$ cat config.mk
export PLATFORM = sky130hd
export DESIGN_NAME = mem_arb
export DESIGN_NICKNAME = d
export VERILOG_FILES = /design/src/rtl/mem_pkg.sv /design/src/rtl/mem_rd_hold.sv /design/src/rtl/mem_arb.sv
export SDC_FILE = /design/constraint.sdc
export NUM_CORES = 1
export LEC_CHECK = 0
export ABC_CLOCK_PERIOD_IN_PS = 1620
export BUFFER_PORTS_ARGS = -buffer_cell sky130_fd_sc_hd__buf_4
export CORE_MARGIN = 2
export CORE_UTILIZATION = 38
export DETAILED_ROUTE_END_ITERATION = 7
export HOLD_SLACK_MARGIN = 0.08
export PLACE_DENSITY_LB_ADDON = 0.2
export SLEW_MARGIN = 20
export SYNTH_ARGS = -nofsm -noshare
export SYNTH_HDL_FRONTEND = slang
export SYNTH_SLANG_ARGS = --single-unit
$ cat constraint.sdc
create_clock -name clk -period 1.62 [get_ports clk]
set_clock_uncertainty 0.1 [all_clocks]
set_input_delay 0.243 -clock clk [delete_from_list [all_inputs] [get_ports clk]]
set_output_delay 0.243 -clock clk [all_outputs]
set_load 0.03 [all_outputs]
$ cat src/rtl/mem_pkg.sv
// Shared types for the fetch/data SRAM arbiter: arbiter priority state and read-owner tag.
package mem_pkg;
    localparam int SRAM_AW = 14;

    typedef enum logic {DAT_PRI, INS_PRI} arb_state_e;
    typedef enum logic {PORT_INS, PORT_DAT} port_e;
endpackage

$ cat src/rtl/mem_rd_hold.sv
// Per-port read-data hold: passes SRAM data through in the valid cycle, otherwise shows the last read.
module mem_rd_hold (
    input  logic        clk,
    input  logic        rst,
    input  logic        vld_i,
    input  logic [31:0] rd_i,
    output logic [31:0] dout_o
);
    logic [31:0] hold_q;
    logic [31:0] hold_d;

    always_comb begin
        hold_d = hold_q;
        if (vld_i) hold_d = rd_i;
    end

    always_ff @(posedge clk) begin
        if (rst) hold_q <= '0;
        else     hold_q <= hold_d;
    end

    assign dout_o = vld_i ? rd_i : hold_q;
endmodule

$ cat src/rtl/mem_arb.sv
// Single-port SRAM arbiter for the core's fetch and data ports; data has priority,
// bounded by a run counter that hands priority to a waiting fetch.
//
// Handshake: a port's request is accepted in any cycle its *_gnt is high; the port
// holds address/controls stable until then. Read data returns one cycle after grant
// with a one-cycle *_vld pulse; writes return nothing.
module mem_arb
    import mem_pkg::*;
#(
    parameter int AW          = 16,
    parameter int MAX_DAT_RUN = 4
) (
    input  logic          clk,
    input  logic          rst,
    input  logic [AW-1:0] ins_a,
    input  logic          ins_e,
    output logic          ins_gnt,
    output logic          ins_vld,
    output logic [31:0]   ins,
    input  logic [AW-1:0] dat_a,
    input  logic          dat_re,
    input  logic          dat_we,
    input  logic [3:0]    dat_be,
    input  logic [31:0]   dat_wd,
    output logic          dat_gnt,
    output logic          dat_vld,
    output logic [31:0]   dat_rd,
    output logic          sram_e,
    output logic [3:0]    sram_we,
    output logic [AW-3:0] sram_a,
    output logic [31:0]   sram_wd,
    input  logic [31:0]   sram_rd,
    output arb_state_e    dbg_state
);
    localparam logic [3:0] MAX_RUN = 4'(MAX_DAT_RUN);

    arb_state_e  state_q, state_d;
    logic [3:0]  run_cnt_q, run_cnt_d;
    logic        rd_pend_q, rd_pend_d;
    port_e       rd_owner_q, rd_owner_d;
    logic        dat_req;
    logic        unused_addr_bits;

    assign unused_addr_bits = ^{ins_a[1:0], dat_a[1:0]};

    always_comb begin
        dat_req = dat_re | dat_we;
        ins_gnt = !rst && ins_e && (!dat_req || state_q == INS_PRI);
        dat_gnt = !rst && dat_req && (!ins_e || state_q == DAT_PRI);
    end

    // Only contended data grants count toward starvation; any fetch grant clears it.
    always_comb begin
        run_cnt_d  = run_cnt_q;
        state_d    = state_q;
        rd_pend_d  = ins_gnt || (dat_gnt && !dat_we);
        rd_owner_d = dat_gnt ? PORT_DAT : PORT_INS;
        if (ins_gnt) begin
            run_cnt_d = '0;
            state_d   = DAT_PRI;
        end else if (dat_gnt && ins_e) begin
            run_cnt_d = run_cnt_q + 4'd1;
            if (state_q == DAT_PRI && run_cnt_d == MAX_RUN) state_d = INS_PRI;
        end
    end

    always_ff @(posedge clk) begin
        if (rst) begin
            state_q    <= DAT_PRI;
            run_cnt_q  <= '0;
            rd_pend_q  <= 1'b0;
            rd_owner_q <= PORT_INS;
        end else begin
            state_q    <= state_d;
            run_cnt_q  <= run_cnt_d;
            rd_pend_q  <= rd_pend_d;
            rd_owner_q <= rd_owner_d;
        end
    end

    always_comb begin
        sram_e  = ins_gnt | dat_gnt;
        sram_a  = '0;
        sram_we = '0;
        sram_wd = '0;
        if (dat_gnt) begin
            sram_a  = dat_a[AW-1:2];
            sram_we = dat_we ? dat_be : 4'b0000;
            sram_wd = dat_wd;
        end else if (ins_gnt) begin
            sram_a  = ins_a[AW-1:2];
        end
    end

    // A read granted just before reset is dropped by gating vld with rst.
    assign ins_vld   = !rst && rd_pend_q && (rd_owner_q == PORT_INS);
    assign dat_vld   = !rst && rd_pend_q && (rd_owner_q == PORT_DAT);
    assign dbg_state = state_q;

    mem_rd_hold u_ins_hold (
        .clk    (clk),
        .rst    (rst),
        .vld_i  (ins_vld),
        .rd_i   (sram_rd),
        .dout_o (ins)
    );

    mem_rd_hold u_dat_hold (
        .clk    (clk),
        .rst    (rst),
        .vld_i  (dat_vld),
        .rd_i   (sram_rd),
        .dout_o (dat_rd)
    );
endmodule
==> metrics <==
outcome finished, violations left; failing checks setup timing; H-tree depth 3; min-delay worst type in2reg; DR vias 3278; min Tclk post-route between 2 and 2.5 ns; crit end category primary output; crit path DAT between 1.5 and 2 ns; Slew Limit Fails 0; Starting DRT DRC Count about 110; WL/cell between 15 and 20 um; largest net degree at the start of global routing 37; post-synth top area cell dfxtp_1; Syn Inst Count approximately 310; ys async rst share 0; Crit Path Class reg2out; syn_nets ~420; worst vdd rail ir drop about 380 uV; Layout Nets 670; row count 34; share of the synthesized area in the top cell type 0.422; critical path's most frequent cell buf_6; share of the clock period used by the worst path 1.30; CP Buf/Inv Count 4; Seq/Total Area, Yosys 0.422; synth warn 0; synthesized area 0.00337 sq mm; flops & latches, synth 71; Final GP Congestion 0.799; sum of negative setup slack -45.85 ns; core box area about 0.0087 sq mm; CTS Buf Count 9; Die H 98.2 um; DRT antenna net count 0; Top Family by Delay on Critical Path buffers and inverters; synth-to-layout area growth 99.3%; vias per cell slightly below 5; footprint of the multi-input gates 0.00214 sq mm; Design Power around 4.7 mW; clock tree buffer depth 2; n_diodes 0; Worst Path Max Fanout 6; CTS tree built; initial core utilization 0.388; final critical-path setup slack -0.487 ns; DRC violations left 0; clock root buffer clkbuf_8; CP Cell Sequence a21oi_4, o21a_1, buf_6, buf_12, clkbuf_16, and2_4, buf_6; pwr dens 696 mW/mm^2; Reg clk slew, reported paths about 0.08 ns; final hold vios 0; die area around 0.0096 sq mm; register area ~0.0014 sq mm; vias in the first global route around 3.7k; Pre-Repair DR Iteration Count 4; EDFF count, synth 0; clk_lat worst skew 0.34 ns; P_leak 3.33 nW; setup violators final roughly 120; All-Layer GR Usage 0.251; synth top area cells dfxtp_1 (42%), mux2_2 (15%), nor2b_1 (8.5%), mux2_4 (8.5%), and2_1 (5.9%); initial antenna violation count 0; GRT Residual Overflow 0; f_max about 470 MHz; layout cells sized above 1 0.701; Worst Max-Slew Pin Slew 0.362 ns; Critical Path Start Type flip-flop; I/O pin cnt roughly 230; Mean Syn Cell Area around 11 sq um; Post-DP HPWL 6980 um; Fill cells roughly 540; Die W roughly 98 um; Max stage delay on crit path 0.36 ns; RSZ-0062 raised after global routing true; global-route wire length before repair between 15000 and 20000 um; max-cap violations 0; Finished Core Util 0.774; worst endpoint required time 1.28 ns; Sink Count 71; Routed WL approximately 12000 um; Worst path slowest cell dfxtp_4; Top FF cell, synth dfxtp_1; Yosys cell types 35; Hold Slack 0.158 ns; Slew HR 0.759; Port Buf Inserts 220
==> layout make-up <==
| type | count | share of cell area |
|---|---|---|
| timing repair buffer | 266 | 0.415 |
| multi-input combinational | 211 | 0.318 |
| sequential | 71 | 0.213 |
| clock buffer | 10 | 0.0205 |
| tap | 108 | 0.0201 |
| clock inverter | 6 | 0.0101 |
| inverter | 4 | 0.00298 |
==> report_power, final <==
part	leakage (nW)	internal (mW)	total [mW]	switching, mW
logic	2.65	0.763	1.40	0.639
registers	0.577	1.79	1.81	0.0185
clock network	0.0993	0.761	1.46	0.702
total	3.33	3.31	4.67	1.36
==> Yosys cell counts, types with 4 or more instances <==
master,instances
inv_1,4
nor2b_1,46
mux2_4,19
and3_1,4
and2_1,32
and2b_1,19
clkbuf_1,11
buf_2,5
buf_6,4
nor2_1,4
mux2_2,45
a22o_1,14
dfxtp_1,71
==> worst paths after layout <==
check | start | to | slack (ns) | cells past startpoint
worst max-delay path | dbg_state$_SDFFE_PP0P_ | sram_wd[1] | -0.49 | 7
worst min register to register | run_cnt_q[1]$_SDFFE_PP0P_ | run_cnt_q[1]$_SDFFE_PP0P_ | 0.44 | 2
worst max register to register | rd_owner_q$_SDFF_PP0_ | u_ins_hold.hold_q[16]$_SDFF_PP0_ | -0.08 | 6
worst min-delay path | sram_rd[19] | u_ins_hold.hold_q[19]$_SDFF_PP0_ | 0.16 | 3
==> metrics by stage <==
step | worst slack (ns) | cell area, sq um | cells
finish | -0.487 | 6710 | 676
global route | -0.548 | 6710 | 676
CTS | -0.452 | 6610 | 674
detailed placement | -0.155 | 5320 | 628
global placement | -0.150 | 5320 | 628
floorplan | -0.0447 | 3530 | 308
==> routing by layer <==
layer | wire (um) | vias to the layer above | part of all wire | track usage
met2 | 6760 | 137 | 0.55 | 0.477
met4 | 342 | 0 | 0.028 | 0.0980
met5 | 0 | - | 0 | 0
met1 | 4420 | 1564 | 0.36 | 0.267
met3 | 709 | 23 | 0.058 | 0.0558
li1 | - | 1554 | - | -
==> worst min-delay path: stages <==
cell	delay, ns
buf_4	0.08
mux2_4	0.14
and2b_1	0.11
==> flip-flops by register name, indices dropped and copies added (netlist names) <==
register,cells
u_ins_hold.hold_q,32
rd_owner_q,1
rd_pend_q,1
dbg_state,1
u_dat_hold.hold_q,32
run_cnt_q,4
==> timing repair <==
item | CTS | global route
endpoints found under the setup margin | 119 | 138
gates cloned | 10 | 3
hold buffers | 2 | 0
endpoints found under the hold margin | 3 | 0
resized for setup | 183 | 40
buffers inserted | 24 | 5
pin swaps | 17 | 15
==> cells by family (layout without fill, tap and decap cells) <==
family	Yosys count	in the layout	share of synthesized area
flip-flops	71	71	0.422
AND/OR/NAND/NOR	115	115	0.223
multiplexers	64	64	0.235
buffers and inverters	26	286	0.0412
adder cells (fa/ha/maj)	2	2	0.00743
AO/OA/AOI/OAI	30	30	0.0713
==> cells in the final DEF (no fill, tap or decap), types with 10 or more instances in the layout <==
| master | Yosys | layout |
|---|---|---|
| buf_6 | 4 | 129 |
| buf_4 | 1 | 114 |
| dfxtp_1 | 71 | 67 |
| mux2_4 | 19 | 60 |
| nor2b_1 | 46 | 46 |
| and2_4 | 0 | 21 |
| and2b_1 | 19 | 19 |
| and2_2 | 0 | 11 |
| clkbuf_8 | 0 | 10 |
No activity file was read; power rests on OpenSTA's default activity.
